`src/rtl/alu_operand_stage.sv`:
```
// Operand-select stage between decode and EX: picks A/B sources, resolves RAW hazards, registers operands.
// Build option: define OPERAND_FWD_EN to forward EX/MEM results; otherwise any EX/MEM hit stalls.
module alu_operand_stage #(
    parameter int unsigned DATA_W = 32,
    parameter int unsigned CNT_W  = 16
) (
    input  logic              clk,
    input  logic              resetn,
    input  logic              in_valid,
    output logic              in_ready,
    input  logic [31:0]       instruction,
    input  logic [DATA_W-1:0] rs_data,
    input  logic [DATA_W-1:0] rt_data,
    input  logic [DATA_W-1:0] pc,
    input  logic [1:0]        sel_a,
    input  logic [1:0]        sel_b,
    input  logic              imm_sext,
    input  logic              ex_wen,
    input  logic              ex_is_load,
    input  logic [4:0]        ex_waddr,
    input  logic [DATA_W-1:0] ex_wdata,
    input  logic              mem_wen,
    input  logic [4:0]        mem_waddr,
    input  logic [DATA_W-1:0] mem_wdata,
    output logic              out_valid,
    input  logic              out_ready,
    output logic [DATA_W-1:0] a_port,
    output logic [DATA_W-1:0] b_port,
    output logic [CNT_W-1:0]  stall_cycles
);

    localparam int unsigned IMM_W = 16;
    localparam int unsigned EXT_W = DATA_W - IMM_W;

    logic [4:0]        rs_addr;
    logic [4:0]        rt_addr;
    logic              rs_used;
    logic              rt_used;
    logic              ex_hit_rs;
    logic              ex_hit_rt;
    logic              mem_hit_rs;
    logic              mem_hit_rt;
    logic              hazard;
    logic              accept;
    logic [DATA_W-1:0] rs_val;
    logic [DATA_W-1:0] rt_val;
    logic [DATA_W-1:0] imm_val;
    logic [DATA_W-1:0] sa_val;
    logic [DATA_W-1:0] a_sel;
    logic [DATA_W-1:0] b_sel;
    logic              unused_ok;

    assign rs_addr = instruction[25:21];
    assign rt_addr = instruction[20:16];
    assign rs_used = (sel_a == 2'b00) || (sel_a == 2'b11);
    assign rt_used = (sel_a == 2'b10) || (sel_b == 2'b10);

    // Register 0 is hardwired, so it never matches a producer.
    assign ex_hit_rs  = rs_used && ex_wen  && (ex_waddr  == rs_addr) && (rs_addr != 5'd0);
    assign ex_hit_rt  = rt_used && ex_wen  && (ex_waddr  == rt_addr) && (rt_addr != 5'd0);
    assign mem_hit_rs = rs_used && mem_wen && (mem_waddr == rs_addr) && (rs_addr != 5'd0);
    assign mem_hit_rt = rt_used && mem_wen && (mem_waddr == rt_addr) && (rt_addr != 5'd0);

`ifdef OPERAND_FWD_EN
    // Youngest producer wins; only a load still in EX cannot be bypassed.
    always_comb begin
        rs_val = rs_data;
        rt_val = rt_data;
        if (ex_hit_rs)       rs_val = ex_wdata;
        else if (mem_hit_rs) rs_val = mem_wdata;
        if (ex_hit_rt)       rt_val = ex_wdata;
        else if (mem_hit_rt) rt_val = mem_wdata;
    end

    assign hazard    = ex_is_load && (ex_hit_rs || ex_hit_rt);
    assign unused_ok = ^instruction[31:26];
`else
    always_comb begin
        rs_val = rs_data;
        rt_val = rt_data;
    end

    assign hazard    = ex_hit_rs || ex_hit_rt || mem_hit_rs || mem_hit_rt;
    assign unused_ok = ^{instruction[31:26], ex_wdata, mem_wdata, ex_is_load};
`endif

    assign imm_val = imm_sext ? {{EXT_W{instruction[15]}}, instruction[15:0]}
                              : {{EXT_W{1'b0}}, instruction[15:0]};
    assign sa_val  = DATA_W'(instruction[10:6]);

    always_comb begin
        a_sel = rs_val;
        case (sel_a)
            2'b01:   a_sel = pc;
            2'b10:   a_sel = rt_val;
            default: a_sel = rs_val;
        endcase
    end

    always_comb begin
        b_sel = imm_val;
        case (sel_b)
            2'b01:   b_sel = sa_val;
            2'b10:   b_sel = rt_val;
            2'b11:   b_sel = DATA_W'(32'd4);
            default: b_sel = imm_val;
        endcase
    end

    assign in_ready = (!out_valid || out_ready) && !hazard;
    assign accept   = in_valid && in_ready;

    // Output register slice: load on accept, drop valid when consumed with nothing new.
    always_ff @(posedge clk or negedge resetn) begin
        if (!resetn) begin
            out_valid <= 1'b0;
            a_port    <= '0;
            b_port    <= '0;
        end else if (accept) begin
            out_valid <= 1'b1;
            a_port    <= a_sel;
            b_port    <= b_sel;
        end else if (out_ready) begin
            out_valid <= 1'b0;
        end
    end

    // Saturating hazard-stall counter.
    always_ff @(posedge clk or negedge resetn) begin
        if (!resetn) begin
            stall_cycles <= '0;
        end else if (in_valid && hazard && (stall_cycles != {CNT_W{1'b1}})) begin
            stall_cycles <= stall_cycles + CNT_W'(1);
        end
    end

endmodule

```
`config.mk`:
```
export PLATFORM = sky130hd
export DESIGN_NAME = alu_operand_stage
export DESIGN_NICKNAME = d
export VERILOG_FILES = /design/src/rtl/alu_operand_stage.sv
export SDC_FILE = /design/constraint.sdc
export NUM_CORES = 1
export LEC_CHECK = 0
export CORE_AREA = 2 2 115 117
export CTS_BUF_LIST = sky130_fd_sc_hd__clkbuf_2 sky130_fd_sc_hd__clkbuf_4 sky130_fd_sc_hd__clkbuf_8
export DETAILED_ROUTE_END_ITERATION = 12
export DIE_AREA = 0 0 117 119
export GPL_TIMING_DRIVEN = 1
export PLACE_DENSITY = 0.75
export SYNTH_ARGS = -nofsm -noshare
export SYNTH_HDL_FRONTEND = slang
export SYNTH_SLANG_ARGS = --single-unit
```
`constraint.sdc`:
```
create_clock -name clk -period 2.2 [get_ports clk]
set_input_delay 0.22 -clock clk [delete_from_list [all_inputs] [get_ports clk]]
set_output_delay 0.22 -clock clk [all_outputs]
set_load 0.005 [all_outputs]
```
==> flow_summary.toml, run 1 <==
[status]
outcome = "complete, no violations"

[die]
die_h_um = 119
die_w_um = 117
core_region_area_mm2 = 0.0129
num_io_pins = 296
rows = 42
start_util_pct = 33.5
die-area_mm2 = 0.0139

[setup_path]
worstSetupPathType = "in2reg"
slowest_stage = "clkdlybuf4s50_1"
start_kind = "primary input"
critical_path.max_fanout = 6
rr_startpoint = "stall_cycles[8]"
critPathLaunch = "sel_a[0]"
ff2ff_setup_slack_ns = 0.09
endpoint = "stall_cycles[3]"
cp_cell_sequence = "clkdlybuf4s50_1 > inv_1 > ha_4 > nand3_1 > o22ai_2 > a22oi_2 > or3b_4 > buf_4 > buf_4 > nor2_2 > xor2_1"
rr_worst_depth = 8
crit_top_cell = "buf_4"
arrival_ns = 2.42
slowest_delay_ns = 0.48
end_kind = "flip-flop"
cp_top_family = "buffers and inverters"
critPathBufInv = 4
crit_required_ns = 2.47
path_depth = 11
reg2reg_to = "stall_cycles[3]"

[power_and_ir_drop]
total_power_mw = 4.32
ir_worst_vdd_v = 0.000246
p_per_area_mw_per_mm2 = 585
p_leak_nw = 3.07

[route]
routed-via-count = 4662
first_pass_iters = 6
wl_um = 17300
initialDrtViolationCount = 263
vias_per_cell = 5.15
detail-route-antenna-nets = 0
wl_per_cell_um = 19.1
drc = 0

[synthesis]
yosys.area_share.simple_pct = 16.5
synth_compound_area_share_pct = 21.2
synth.distinct_cells = 38
synth_fp_nets = 705
avgSynthCellArea_um2 = 8.84
ys_ff_latch = 81
synth_area_mm2 = 0.00431
async_flop_share_pct = 100
ys_warn_count = 0
synth_xor_area_share_pct = 6.90
synth_adder_area_share_pct = 0.870
synth-seq-area-share_pct = 47.0
synthMuxAreaShare_pct = 3.13
synthFlopType = "dfrtp_1"
synth_cells = 488
synth_top_family_by_area = "compound AO/OA/AOI/OAI gates"
synth_edf_count = 0

[layout]
syn_to_final_growth_pct = 71.1
design_area_mm2 = 0.00738
layout_common_cells = "clkdlybuf4s50_1 (218), dfrtp_1 (81), nand2_1 (77)"
layout.cells.non_filler = 906
drive_gt1_share_pct = 11.1
final_nets = 945
final_common_cell = "clkdlybuf4s50_1"
n_antenna_cell = 0

[timing]
fmax_mhz = 465
hold_viol_final = 0
slew_viol_final = 0
relSlewSlack_pct = 38.9
tightest_slew_ns = 0.911
min_period_over_period_pct = 97.8
setup_violations = 0
finalWorstSetupSlack_ns = 0.0484
rsz0062_at_grt = "yes"
fin_skew_ns = 0.00810
period_needed_ns = 2.15

[clocking]
cts-root-buf = "clkbuf_8"
cts_buffers = 9
cts_tree = "built"
clk_pin_slew_ns = 0.07
cts_buffer_depth = 2
clkLatencyLatePin_ns = 0.35
cts_sinks = 81
htreeDepth = 3

[worst_hold_path]
worst_hold_path_type = "in2async"

[global_route]
overflow = 0
grt_use_total_pct = 22.3
grt_pass1_vias = 4486
grt_first_pass_wirelength_um = 23700
antenna_found_initial = 0
grt_max_degree = 84

[job]
max-cap-violations = 0

[placed_design]
io_buffers = 224
dp_hpwl_um = 12300
gp_congestion = 0.873
pre_cts_ws_ns = -0.403
dp_cells = 878
placed_cell_area_mm2 = 0.00683
-- final cells by class --
class                           count  area (um2)
Fill cell                        1124        5490
Timing Repair Buffer              264        2720
Multi-Input combinational cell    369        2240
Sequential cell                    81        2030
Tap cell                          176         220
Clock buffer                       12         153
Inverter                            3        11.3
Clock inverter                      1        5.00
-- worst reg2reg max path, stage by stage, from the launching register on --
cell,delay [ns]
dfrtp_1,0.42
and3_1,0.23
nand4_1,0.24
nor3_2,0.11
or3b_4,0.42
buf_4,0.17
buf_4,0.16
nor2_2,0.13
xor2_1,0.15
-- sequential cells by signal (all words and copies together), names as in the netlist --
signal,count
out_valid,1
b_port,32
stall_cycles,16
a_port,32
-- per-stage QoR --
stage	TNS [ns]	util, %	hold WS, ns
after floorplan	0	-	-0.0756
final	0	57.3	0.389
after detailed placement	-23.09	53.1	0.236
after global placement	-20.00	53.1	0.223
after CTS	-0.184	54.4	0.400
after global routing	-0.00801	57.3	0.423
-- Yosys cell counts, types with 5 or more instances --
library cell	n	area [um2]
mux2i_1	12	120
clkbuf_1	27	101
nor2_1	41	154
nand2_1	79	297
a22oi_1	32	240
nand3_1	10	50.1
nor3_1	6	30.0
buf_6	5	56.3
xnor2_1	25	219
dfrtp_1	81	2030
o21ai_1	8	40.0
xor2_1	9	78.8
o31ai_1	11	82.6
a21oi_1	56	280
nor2b_1	5	31.3
nand4_1	6	37.5
o21ai_0	46	230
-- report_power, final --
group	total, mW	internal, mW	switching [mW]	leakage (nW)
Clock	0.951	0.447	0.505	0.0850
Sequential	1.85	1.70	0.150	1.06
Combinational	1.52	0.887	0.635	1.93
Total	4.32	3.03	1.29	3.07
-- cell families (layout without fill, tap and decap cells) --
family | after synthesis | count (layout)
xor gates and xnor gates | 34 | 34
muxes | 13 | 13
adders and majority gates | 3 | 3
buffers and inverters | 39 | 280
AOI/OAI and AO/OA | 158 | 158
DFF | 81 | 81
and+or+nand+nor | 160 | 161
-- worst min path at each step --
stage	start	to	slack [ns]	cells after the start
floorplan	resetn	a_port[0]	-0.08	0
global placement	resetn	a_port[24]	0.22	1
detailed placement	resetn	a_port[19]	0.24	1
CTS	resetn	a_port[0]	0.40	2
global route	resetn	a_port[24]	0.42	2
finish	resetn	a_port[21]	0.39	2
-- layer usage --
| layer | track usage, % | share of wire, % | vias up |
|---|---|---|---|
| li1 | - | - | 2198 |
| met1 | 29.1 | 42 | 2216 |
| met2 | 35.2 | 48 | 216 |
| met3 | 5.50 | 7.5 | 32 |
| met4 | 8.97 | 2.6 | 0 |
| met5 | 0 | 0 | - |
-- timing repair --
item,4_1_cts,5_1_grt
pin swaps,1,5
buffers inserted,1,3
cloned,0,10
endpoints found under the hold margin,34,0
hold buffers,1,0
endpoints found under the setup margin,5,75
resized for setup,5,55
Power figures use the tool's default switching activity.
==> run 2: changes to the inputs <==
--- a/config.mk
+++ b/config.mk
@@ -11,6 +11,8 @@
 export DIE_AREA = 0 0 117 119
 export GPL_TIMING_DRIVEN = 1
 export PLACE_DENSITY = 0.75
+export SKIP_CTS_REPAIR_TIMING = 1
 export SYNTH_ARGS = -nofsm -noshare
 export SYNTH_HDL_FRONTEND = slang
 export SYNTH_SLANG_ARGS = --single-unit
+export TNS_END_PERCENT = 10
==> run 2 against run 1 <==
Against the previous run: wire length rose by 0.28%; fmax fell by 0.45%; sequential share of layout area decreased by 0.33 points; register-to-register slack better by 0.05 ns; power grew 0.38%; hold slack better by 0.0024 ns; non-clock buffer count is 1 higher; sequential power barely moved; clock-buffer cell count is the same.
==> flow_summary.toml, run 2 (synthesized netlist as in run 1, its figures left out) <==
[route]
first_pass_iters = 5
wl_per_cell_um = 19.1
routed-via-count = 4642
vias_per_cell = 5.12
initialDrtViolationCount = 306
drc = 0
detail-route-antenna-nets = 0
wl_um = 17300

[status]
outcome = "complete, no violations"

[power_and_ir_drop]
p_per_area_mw_per_mm2 = 580
ir_worst_vdd_v = 0.000248
p_leak_nw = 3.19

[setup_path]
crit_required_ns = 2.47
slowest_stage = "clkdlybuf4s50_1"
ff2ff_setup_slack_ns = 0.14
end_kind = "flip-flop"
critical_path.max_fanout = 6
start_kind = "primary input"
arrival_ns = 2.43
critPathBufInv = 4
worstSetupPathType = "in2reg"
crit_top_cell = "buf_4"
cp_top_family = "buffers and inverters"
slowest_delay_ns = 0.56
cp_cell_sequence = "clkdlybuf4s50_1 > xnor2_1 > nand4_1 > o22ai_2 > a22oi_2 > buf_4 > or3b_4 > buf_6 > buf_4 > nor2_2 > xor2_1"

[timing]
fmax_mhz = 463
min_period_over_period_pct = 98.2
setup_violations = 0
hold_viol_final = 0
period_needed_ns = 2.16
tightest_slew_ns = 0.932
relSlewSlack_pct = 37.5
fin_skew_ns = 0.00850
finalWorstSetupSlack_ns = 0.0387
slew_viol_final = 0

[clocking]
htreeDepth = 3
cts_buffers = 9
cts_buffer_depth = 2
clkLatencyLatePin_ns = 0.35
cts_tree = "built"
clk_pin_slew_ns = 0.07
cts_sinks = 81
cts-root-buf = "clkbuf_8"

[global_route]
grt_first_pass_wirelength_um = 23700
grt_pass1_vias = 4486
grt_max_degree = 84
overflow = 0
grt_use_total_pct = 22.3
antenna_found_initial = 0

[layout]
reg.largest.list = "a_port x32, b_port x32, stall_cycles x16"
syn_to_final_growth_pct = 73.2
final_nets = 946
layout.cells.non_filler = 907
n_antenna_cell = 0
layout_common_cells = "clkdlybuf4s50_1 (210), dfrtp_1 (81), nand2_1 (75)"
drive_gt1_share_pct = 11.8
final_common_cell = "clkdlybuf4s50_1"

[placed_design]
gp_congestion = 0.873
dp_hpwl_um = 12300
pre_cts_ws_ns = -0.403
dp_cells = 878
io_buffers = 224

[die]
start_util_pct = 33.5
die_w_um = 117
rows = 42
die-area_mm2 = 0.0139
die_h_um = 119
core_region_area_mm2 = 0.0129
num_io_pins = 296

[job]
max-cap-violations = 0

[worst_hold_path]
worst_hold_path_type = "in2async"
## run 2: per-stage QoR
stage / hold WS [ns] / util (%) / area [um2] / setup TNS, ns / power (mW)
2_1_floorplan: -0.0756 / - / 4310 / 0 / 2.31
4_1_cts: -0.145 / 54.3 / 6990 / -0.484 / 4.19
5_1_grt: 0.423 / 58.0 / 7470 / -0.0195 / 4.57
3_3_place_gp: 0.223 / 53.1 / 6830 / -20.00 / 3.20
6_report: 0.391 / 58.0 / 7470 / 0 / 4.34
3_5_place_dp: 0.236 / 53.1 / 6830 / -23.09 / 3.24
## run 2: final cells by class
class                      instances  area [um2]
sequential                        81        2030
inverter                           3        11.3
clock buffer                      12         153
tap                              176         220
timing repair buffer             265        2770
clock inverter                     1        5.00
multi-input combinational        369        2290
fill                            1107        5400
## run 2: metal layers
metal	track usage, %	part of all wire [%]	vias to the layer above
met2	35.2	48	203
met4	8.97	2.6	0
li1	-	-	2200
met1	29.1	41	2205
met5	0	0	-
met3	5.50	8.0	34
## run 2: worst paths after layout
kind | start | end | cells past startpoint
setup / recovery | mem_waddr[1] | stall_cycles[4] | 11
hold reg to reg | a_port[9] | a_port[9] | 2
setup reg to reg | stall_cycles[8] | stall_cycles[4] | 8
min in group clk | a_port[9] | a_port[9] | 2
max in group asynchronous | resetn | stall_cycles[2] | 3
hold / removal | resetn | a_port[21] | 2
## run 2: where the power goes
part / switching (mW) / internal, mW
Clock: 0.507 / 0.447
Sequential: 0.150 / 1.70
Combinational: 0.643 / 0.894
Total: 1.30 / 3.04
==> run 3: changes to the inputs <==
--- a/config.mk
+++ b/config.mk
@@ -5,12 +5,13 @@
 export SDC_FILE = /design/constraint.sdc
 export NUM_CORES = 1
 export LEC_CHECK = 0
-export CORE_AREA = 2 2 115 117
+export CORE_ASPECT_RATIO = 1.75
+export CORE_MARGIN = 1.5
+export CORE_UTILIZATION = 25
 export CTS_BUF_LIST = sky130_fd_sc_hd__clkbuf_2 sky130_fd_sc_hd__clkbuf_4 sky130_fd_sc_hd__clkbuf_8
 export DETAILED_ROUTE_END_ITERATION = 12
-export DIE_AREA = 0 0 117 119
 export GPL_TIMING_DRIVEN = 1
-export PLACE_DENSITY = 0.75
+export PLACE_DENSITY = 0.57
 export SKIP_CTS_REPAIR_TIMING = 1
 export SYNTH_ARGS = -nofsm -noshare
 export SYNTH_HDL_FRONTEND = slang
==> run 3 against run 2 <==
Against the previous run: first-iteration DRC count is 20% lower; setup slack better by 0.019 ns; sequential share of layout area increased by 0.60 points; fmax grew 0.90%; critical path depth fell by 3; power is 1.7% lower; hold slack better by 0.018 ns; via count decreased by 2.2%; global-route usage is 4.1 points lower.
==> flow_summary.toml, run 3 (synthesized netlist as in run 1, its figures left out) <==
[status]
outcome = "complete, no violations"

[route]
vias_per_cell = 4.77
routed-via-count = 4539
first_pass_iters = 4
detail-route-antenna-nets = 0
wl_per_cell_um = 17.8
wl_um = 16900
initialDrtViolationCount = 246
drc = 0

[layout]
final_common_cell = "clkdlybuf4s50_1"
syn_to_final_growth_pct = 69.4
final_nets = 937
multi_input_area_mm2 = 0.00220
nFillCells = 1704
reg.largest.list = "a_port x32, b_port x32, stall_cycles x16"
drive_gt1_share_pct = 9.38
ff_latch_area_mm2 = 0.00203
layout_common_cells = "clkdlybuf4s50_1 (200), dfrtp_1 (81), nand2_1 (79)"
n_antenna_cell = 0

[setup_path]
rr_startpoint = "stall_cycles[1]"
crit_required_ns = 2.47
slowest_delay_ns = 0.47
worstSetupPathType = "in2reg"
end_kind = "flip-flop"
critPathBufInv = 2
rr_worst_depth = 6
reg2reg_to = "stall_cycles[9]"
ff2ff_setup_slack_ns = 0.17
cp_cell_sequence = "clkdlybuf4s50_1 > nor2b_1 > o22a_1 > a22oi_2 > buf_4 > or3b_4 > nor4_1 > xor2_1"
arrival_ns = 2.42
cp_top_family = "simple AND/OR/NAND/NOR gates"
start_kind = "primary input"
critical_path.max_fanout = 3
slowest_stage = "clkdlybuf4s50_1"

[power_and_ir_drop]
ir_worst_vdd_v = 0.000255
p_per_area_mw_per_mm2 = 583
total_power_mw = 4.26
p_leak_nw = 3.19

[global_route]
grt_pass1_vias = 4487
overflow = 0
grt_max_degree = 65
grt_use_total_pct = 18.2
antenna_found_initial = 0
grt_first_pass_wirelength_um = 24800

[timing]
fin_skew_ns = 0.0200
tightest_slew_ns = 1.11
hold_viol_final = 0
period_needed_ns = 2.14
slew_viol_final = 0
min_period_over_period_pct = 97.4
relSlewSlack_pct = 25.6
fmax_mhz = 467
rsz0062_at_grt = "no"
setup_violations = 0
setup-tns-final_ns = 0

[job]
max-cap-violations = 0

[placed_design]
dp_hpwl_um = 13100
gp_congestion = 0.897
io_buffers = 224

[clocking]
cts_buffer_depth = 2
htreeDepth = 3
cts-root-buf = "clkbuf_8"
cts_sinks = 81
cts_tree = "built"
clk_pin_slew_ns = 0.08
clkLatencyLatePin_ns = 0.36
cts_buffers = 9

[worst_hold_path]
worst_hold_path_type = "in2async"

[die]
rows = 63
num_io_pins = 296
core_region_area_mm2 = 0.0169
start_util_pct = 25.5
die-area_mm2 = 0.0181
die_h_um = 177
die_w_um = 102
run 3: changes by cell type in the layout (fill, tap and decap cells not counted), moves of 5 or more:
cell / delta
clkdlybuf4s50_1: -10
o31ai_1: +8
dlymetal6s2s_1: +10
buf_6: -5
o21ai_0: +20
o21ai_1: -20
run 3: final cells by class:
class | count | share of cell area, %
Clock buffer | 11 | 1.99
Timing Repair Buffer | 257 | 35.7
Inverter | 3 | 0.154
Clock inverter | 5 | 0.428
Tap cell | 227 | 3.89
Multi-Input combinational cell | 368 | 30.1
Sequential cell | 81 | 27.7
run 3: worst max-delay path by stage:
stage                     cells past startpoint             from               end
after global routing                          9         sel_b[1]  stall_cycles[11]
after CTS                                     6  instruction[17]          in_ready
after floorplan                               9         sel_a[0]  stall_cycles[11]
after global placement                        8  instruction[17]         b_port[9]
final                                         8         sel_b[1]   stall_cycles[9]
after detailed placement                      8  instruction[17]         b_port[5]
run 3: per-stage QoR:
stage	std cells	hold slack (ns)	cell area [um2]	util [%]	setup slack (ns)
floorplan	488	-0.0756	4310	-	0.259
global placement	931	0.271	6910	40.8	-0.438
detailed placement	931	0.279	6910	40.8	-0.543
CTS	947	-0.120	7090	41.8	-0.451
global route	952	0.458	7310	43.1	0.00591
finish	952	0.409	7310	43.1	0.0579
run 3: where the power goes:
part | internal [mW] | switching (mW)
sequential | 1.70 | 0.150
clock | 0.450 | 0.559
combinational | 0.824 | 0.583
run 3: layer usage:
| layer | global-route usage, % | vias to the layer above | share of wire [%] |
|---|---|---|---|
| met2 | 30.7 | 192 | 50 |
| met3 | 3.71 | 24 | 6.2 |
| met4 | 5.94 | 0 | 2.1 |
| li1 | - | 2177 | - |
| met1 | 23.1 | 2146 | 42 |
| met5 | 0 | - | 0 |
